===== config.mk =====
export PLATFORM = sky130hd
export DESIGN_NAME = sync_fifo
export DESIGN_NICKNAME = d
export VERILOG_FILES = /design/src/rtl/sync_fifo_pkg.sv /design/src/rtl/sync_fifo_mem.sv /design/src/rtl/sync_fifo.sv
export SDC_FILE = /design/constraint.sdc
export NUM_CORES = 1
export LEC_CHECK = 0
export CELL_PAD_IN_SITES_DETAIL_PLACEMENT = 0
export CELL_PAD_IN_SITES_GLOBAL_PLACEMENT = 1
export CORE_MARGIN = 2
export CORE_UTILIZATION = 52
export DETAILED_ROUTE_END_ITERATION = 10
export PLACE_DENSITY = 0.91
export SLEW_MARGIN = 20
export SYNTH_ARGS = -nofsm -noshare
export SYNTH_HDL_FRONTEND = slang
export SYNTH_HIERARCHICAL = 1
export SYNTH_SLANG_ARGS = --single-unit

===== constraint.sdc =====
create_clock -name clk -period 3.5 [get_ports clk]
set_input_delay 0.35 -clock clk [delete_from_list [all_inputs] [get_ports clk]]
set_output_delay 0.35 -clock clk [all_outputs]
set_load 0.05 [all_outputs]

===== src/rtl/sync_fifo_pkg.sv =====
// Shared defaults and the count type for the sync_fifo block.
// Optional error outputs are enabled in sync_fifo with SYNC_FIFO_ERR_EN.
package sync_fifo_pkg;

   localparam int SYNC_FIFO_DATA_WIDTH = 8;
   localparam int SYNC_FIFO_DEPTH      = 16;
   localparam int SYNC_FIFO_ADDR_WIDTH = 4;

   typedef logic [SYNC_FIFO_ADDR_WIDTH:0] sync_fifo_count_t;

endpackage


===== src/rtl/sync_fifo_mem.sv =====
// Dual-port register array: synchronous write port, registered read port.
// Array contents are not reset; only the read register is.
module sync_fifo_mem
   import sync_fifo_pkg::*;
#(
   parameter int DATA_WIDTH = SYNC_FIFO_DATA_WIDTH,
   parameter int FIFO_DEPTH = SYNC_FIFO_DEPTH,
   parameter int ADDR_WIDTH = SYNC_FIFO_ADDR_WIDTH
) (
   input  logic                  clk,
   input  logic                  rst,
   input  logic                  w_en,
   input  logic [ADDR_WIDTH-1:0] w_addr,
   input  logic [DATA_WIDTH-1:0] w_data,
   input  logic                  r_en,
   input  logic [ADDR_WIDTH-1:0] r_addr,
   output logic [DATA_WIDTH-1:0] r_data
);

   logic [DATA_WIDTH-1:0] mem [FIFO_DEPTH];

   always_ff @(posedge clk) begin
      if (w_en) mem[w_addr] <= w_data;
   end

   always_ff @(posedge clk or posedge rst) begin
      if (rst)       r_data <= '0;
      else if (r_en) r_data <= mem[r_addr];
   end

endmodule


===== src/rtl/sync_fifo.sv =====
// Single-clock FIFO with empty/full flags and occupancy/free-space counts.
// Define SYNC_FIFO_ERR_EN to add registered overflow/underflow pulses.
module sync_fifo
   import sync_fifo_pkg::*;
#(
   parameter int DATA_WIDTH = SYNC_FIFO_DATA_WIDTH,
   parameter int FIFO_DEPTH = SYNC_FIFO_DEPTH,
   parameter int ADDR_WIDTH = SYNC_FIFO_ADDR_WIDTH
) (
   input  logic                  clk,
   input  logic                  rst,
   input  logic                  w_en,
   input  logic [DATA_WIDTH-1:0] w_data,
   input  logic                  r_en,
   output logic [DATA_WIDTH-1:0] r_data,
   output logic                  is_empty,
   output logic                  is_full,
   output logic [ADDR_WIDTH:0]   room_avail,
   output logic [ADDR_WIDTH:0]   data_avail
`ifdef SYNC_FIFO_ERR_EN
   ,
   output logic                  overflow,
   output logic                  underflow
`endif
);

   localparam logic [ADDR_WIDTH:0] DEPTH_C = (ADDR_WIDTH+1)'(FIFO_DEPTH);

   logic [ADDR_WIDTH-1:0] wr_ptr;
   logic [ADDR_WIDTH-1:0] rd_ptr;
   logic [ADDR_WIDTH:0]   count;
   logic                  wr_acc;
   logic                  rd_acc;

   assign is_empty   = (count == '0);
   assign is_full    = (count == DEPTH_C);
   assign data_avail = count;
   assign room_avail = DEPTH_C - count;

   // Flags gate acceptance, so a full FIFO can still read and an empty one still write.
   assign wr_acc = w_en && !is_full;
   assign rd_acc = r_en && !is_empty;

   always_ff @(posedge clk or posedge rst) begin
      if (rst) begin
         wr_ptr <= '0;
         rd_ptr <= '0;
         count  <= '0;
      end else begin
         if (wr_acc) wr_ptr <= wr_ptr + 1'b1;
         if (rd_acc) rd_ptr <= rd_ptr + 1'b1;
         if (wr_acc && !rd_acc)      count <= count + 1'b1;
         else if (rd_acc && !wr_acc) count <= count - 1'b1;
      end
   end

   sync_fifo_mem #(
      .DATA_WIDTH (DATA_WIDTH),
      .FIFO_DEPTH (FIFO_DEPTH),
      .ADDR_WIDTH (ADDR_WIDTH)
   ) u_mem (
      .clk    (clk),
      .rst    (rst),
      .w_en   (wr_acc),
      .w_addr (wr_ptr),
      .w_data (w_data),
      .r_en   (rd_acc),
      .r_addr (rd_ptr),
      .r_data (r_data)
   );

`ifdef SYNC_FIFO_ERR_EN
   always_ff @(posedge clk or posedge rst) begin
      if (rst) begin
         overflow  <= 1'b0;
         underflow <= 1'b0;
      end else begin
         overflow  <= w_en && is_full;
         underflow <= r_en && is_empty;
      end
   end
`endif

endmodule


# --- After elaboration in Yosys (flattened, before gate mapping) ---
# Memories as Yosys holds them, arrays and structs flattened. A register that Yosys moved wholly into a read port is not among the register bits.
# Index checks and enable logic that the tools add are counted.
# W data, S select, Z words.
classes:
  n_addsub: 5
  n_lt_le_gt_ge: 0
  n_eq_ne: 1
  multipliers: 0
  n_shift: 0
  div: 0
  n_reduce_logical: 10
  mux: 4
  bitwise: 0
ops:
  columns: ["operator", "n"]
  rows:
  - ["$mux W5", 2]
  - ["$add A4 B1 Y4 const B", 2]
  - ["$add A5 B1 Y5 const B", 1]
  - ["$eq A5 B5 Y1 const B", 1]
  - ["$logic_not A5 Y1", 1]
  - ["$sub A5 B1 Y5 const B", 1]
  - ["$sub A5 B5 Y5 const A", 1]
  - ["$logic_and A1 B1 Y1", 4]
  - ["$logic_not A1 Y1", 4]
  - ["$mux W1", 2]
  - ["$reduce_bool A2 Y1", 1]
totals:
  latch_bits: 0
  out_inout_bits: 20
  mem_count: 1
  inputBits: 12
  reg_bits: 13
  ramBits: 128
  romBits: 0
  word_cells: 24
memory_table:
  columns: ["memory", "words", "width", "read_ports", "rd_ports_with_merged_regs", "write_ports", "line_no", "rtl"]
  rows:
  - ["u_mem.mem", 16, 8, 1, 1, 1, "sync_fifo_mem.sv:20", "logic [DATA_WIDTH-1:0] mem [FIFO_DEPTH];"]

# --- Longest topological paths before layout ---
logic_depth:
  word_depth: 7
  ltp_mapped: 14
  depth_no_buf: 13

# --- Cells and area by module ---
# Netlist, hierarchy kept.
modules_own_cells:
  columns: ["mod", "n_inst", "seq_area_each_um2", "cells_per_inst", "area_per_inst_um2"]
  rows:
  - ["sync_fifo_mem", 1, 4043.9, 241, 5335.1]
  - ["sync_fifo", 1, 325.3, 70, 767.0]

# --- Worst setup path after synthesis ---
# Ideal clock, no wire load.
synth_path:
  path_kind: "register to register"
  from: "register count[0], in the netlist data_avail[0]"
  to: "register count[4], in the netlist data_avail[4]"
  period_less_slack_ns: 3.604
  arrival_ns: 3.524
  setup_time_ns: 0.080
  required_time_ns: 3.420
  path_stages_with_launch: 14
  path_slack_ns: -0.104
  n_path_buf: 1
  path_cell_list: "dfrtp_1 inv_1 ha_1 nor3b_1 ha_1 nor2b_1 clkbuf_1 ha_1 inv_1 ha_1 and3b_1 or3_1 a21oi_2 xnor2_1"
synth_between:
  elab_chain_len: 6
  word_cells_on_any_way: 15
  classes_between: "add/sub (2); eq/ne (1); mux (2); reduce/logical (10)"
synth_rtl:
  columns: ["element", "line_no", "rtl"]
  rows:
  - ["start, declared", "sync_fifo.sv:31", "logic [ADDR_WIDTH:0] count;"]
  - ["start signal, assigned", "sync_fifo.sv:52", "if (wr_acc && !rd_acc) count <= count + 1'b1;"]
  - ["start signal, assigned", "sync_fifo.sv:53", "else if (rd_acc && !wr_acc) count <= count - 1'b1;"]
  - ["$eq A5 B5 Y1 (*)", "sync_fifo.sv:36", "assign is_full = (count == DEPTH_C);"]
  - ["via is_full", "sync_fifo.sv:17", "output logic is_full,"]
  - ["$logic_not A1 Y1 (*)", "sync_fifo.sv:41", "assign wr_acc = w_en && !is_full;"]
  - ["$logic_and A1 B1 Y1 (*)", "sync_fifo.sv:41", null]
  - ["via wr_acc", "sync_fifo.sv:32", "logic wr_acc;"]
  - ["$logic_not A1 Y1", "sync_fifo.sv:53", null]
  - ["$logic_and A1 B1 Y1", "sync_fifo.sv:53", null]
  - ["$reduce_bool A2 Y1 (no source line)", null, null]
# The timed path passes the listed nets; every way through them passes the cells marked *. The select of a mux whose other input is x is not followed.
# A chain may end at the register's enable or synchronous reset.

# --- Final worst setup path ---
layout_path:
  from: "register count[0], in the netlist data_avail[0]"
  to: "register count[4], in the netlist data_avail[4]"
layout_between:
  elab_chain_len: 6
  word_cells_on_any_way: 15
  classes_between: "add/sub (2); eq/ne (1); mux (2); reduce/logical (10)"
layout_rtl:
  columns: ["element"]
  rows:
  - ["branches (longest 6 deep; another with $sub A5 B1 Y5)"]
# Several ways; the timed one is not identified. The select of a mux whose other input is x is not followed.

==> impl_metrics.yaml <==
status:
  status: "completed"
place:
  dp_hpwl_mm: 7.18
  gp_congestion: 0.745
  place.port_buffers: 31
clock_network:
  cts_num_sinks: 149
  cts_made_buffers: 17
  cts_root_buf: "clkbuf_16"
  clockBufferDepth: 2
  post_cts.repair.setup_buffers: 0
  clkSlewWorstSetupHoldPaths_ps: 60
  htreeDepth: 4
  insertion_delay_ps: 410
  hold_buffers: 0
  ctsResizeCount: 0
  cts_tree: "done"
setup_path:
  path_cells: "inv_1 > ha_1 > nor3b_1 > ha_1 > nor2b_2 > inv_1 > ha_1 > inv_1 > ha_1 > and3b_1 > or3_1 > a21oi_2 > xnor2_1"
  crit_buf_inv: 3
  crit_family: "adder cells"
  worst_ep_required_time_ps: 3840
  slowest_delay_ps: 440
  ff2ff_setup_slack_ps: 560
  crit_path_frequent_cell: "ha_1"
  ff2ff_path_depth: 13
  startpoint_type: "flop"
  cp_num_cells: 13
  setup.worst_path.class: "reg -> reg"
  end_kind: "flop"
  critPathArrivalTime_ps: 3280
  crit_fanout: 6
  cp_slowest_cell: "dfrtp_2"
yosys:
  yosys-top-cells-area: "edfxtp_1 (63%), mux4_2 (9.6%), dfrtp_1 (8.6%)"
  async_reset_ff_frac: 0.141
  syn_area_mm2: 0.00610
  synthFlopType: "edfxtp_1"
  syn_area_per_cell_um2: 19.6
  synth-edff-count: 128
  ys_seq_area_frac: 0.716
  syn_nets: 334
  yosysMostFrequentCell: "edfxtp_1"
  synth.distinct_cells: 39
  synth_top_area_frac: 0.630
  synth.largest_area_cell: "edfxtp_1"
  synthTopCellsByCount: "edfxtp_1 (128), mux4_2 (26), dfrtp_1 (21)"
  netlist_instances: 311
  synth_warnings: 6
  synth_seq_cells: 149
timing:
  relSlewSlack: 0.369
  slew_viol_final: 0
  min_period_ps: 2940
  clock.fmax_ghz: 0.340
  skew_ps: 9.20
  hold_viol_final: 0
  min_period_over_period: 0.840
  worstMarginPinSlew_ps: 947
  setup_viol: 0
  rsz0062_at_grt: "false"
  tns_ps: 0
min_path:
  hp-class: "in -> async"
power_and_ir_drop:
  p_leak_nw: 2.48
  ir_worst_vdd_v: 0.000866
  powerDensity_mw_per_mm2: 896
flow_run:
  maxCapViolations: 0
route:
  first_iter_violations: 309
  first_pass_iters: 4
  routedWlPerCell_um: 22.0
  drc: 0
  avgViaCountPerCell: 5.89
  drt-total-wl_mm: 11.5
  ant_nets: 0
  vias: 3067
floorplan:
  placementRows: 39
  dieArea_mm2: 0.0126
  ios: 32
  die_h_um: 112
  core_mm2: 0.0114
  dieWidth_um: 112
  start_util: 0.534
layout:
  drive_above_1_share: 0.246
  areaGrowthSynthToFinish_pct: 17.2
  diodes: 0
  fin_util: 0.626
  nets: 388
global_route:
  antenna_found_initial: 0
  grt_start_max_net_pins: 28
  first_global_vias: 3092
  overflow: 0
  grt_first_pass_wirelength_mm: 17.7
  grtUsageTotal: 0.194
[final cells by class]
| class | count | area [um2] |
|---|---|---|
| timing repair buffer | 53 | 475 |
| sequential | 149 | 4370 |
| tap | 143 | 179 |
| clock inverter | 13 | 108 |
| inverter | 8 | 30.0 |
| clock buffer | 19 | 433 |
| fill | 779 | 4270 |
| multi-input combinational | 136 | 1560 |
[metrics by stage]
stage          cells  instance area (um2)  setup WS [ps]  hold WS, ps  power [W]
3_3_place_gp     489                 6610            653          514    0.00473
2_1_floorplan    311                 6100           87.9          166    0.00422
3_5_place_dp     489                 6610            543          527    0.00478
4_1_cts          521                 7150            533          295    0.00645
6_report         521                 7150            559          286    0.00641
5_1_grt          521                 7150            371          319    0.00669
[worst reg2reg max path, cell delays in order (launching register included)]
cell	delay [ps]
dfrtp_2	440
inv_1	110
ha_1	190
nor3b_1	280
ha_1	240
nor2b_2	50
inv_1	50
ha_1	210
inv_1	110
ha_1	340
and3b_1	190
or3_1	360
a21oi_2	160
xnor2_1	120
[metal layers]
layer  up-vias  wire [um]  track usage
li1       1357          -            -
met1      1572       4940        0.261
met3        19        673       0.0513
met4         0        204       0.0699
met5         -          0            0
met2       119       5630        0.310
[logic make-up (layout without fill, tap and decap cells)]
logic type | Yosys count | after routing | synth area share
adders and majority gates | 11 | 11 | 0.0238
xor gates and xnor gates | 12 | 12 | 0.0172
DFF | 149 | 149 | 0.716
and+or+nand+nor | 48 | 48 | 0.0385
AOI/OAI and AO/OA | 22 | 22 | 0.0349
buffers and inverters | 26 | 93 | 0.0293
muxes | 43 | 43 | 0.140
[power by group]
group          switching, W  internal [W]
sequential         0.000216       0.00223
clock              0.000674      0.000972
combinational       0.00133      0.000987
total               0.00222       0.00418
[state kept, by name, indices dropped and copies added, names as in the netlist]
signal / cells
data_avail: 5
rd_ptr: 4
u_mem/mem: 128
u_mem/r_data: 8
wr_ptr: 4
[placed cells by master (no fill, tap or decap), types with 9 or more instances in the layout]
cell,count
clkbuf_16,17
buf_4,22
nor2_1,20
ha_1,10
mux2i_1,9
xnor2_1,9
dfrtp_1,19
mux4_2,26
clkdlybuf4s50_1,31
edfxtp_1,128
[worst paths after layout]
check                                               start                          end
worst max register to register  data_avail[0]$_DFFE_PP0P_    data_avail[4]$_DFFE_PP0P_
worst min register to register  data_avail[0]$_DFFE_PP0P_    data_avail[0]$_DFFE_PP0P_
worst min-delay path                                  rst  u_mem/r_data[1]$_DFFE_PP0P_
min in group clk                data_avail[0]$_DFFE_PP0P_    data_avail[0]$_DFFE_PP0P_
worst max-delay path            data_avail[0]$_DFFE_PP0P_    data_avail[4]$_DFFE_PP0P_
max in group asynchronous                             rst    data_avail[0]$_DFFE_PP0P_
Power figures use the tool's default switching activity.
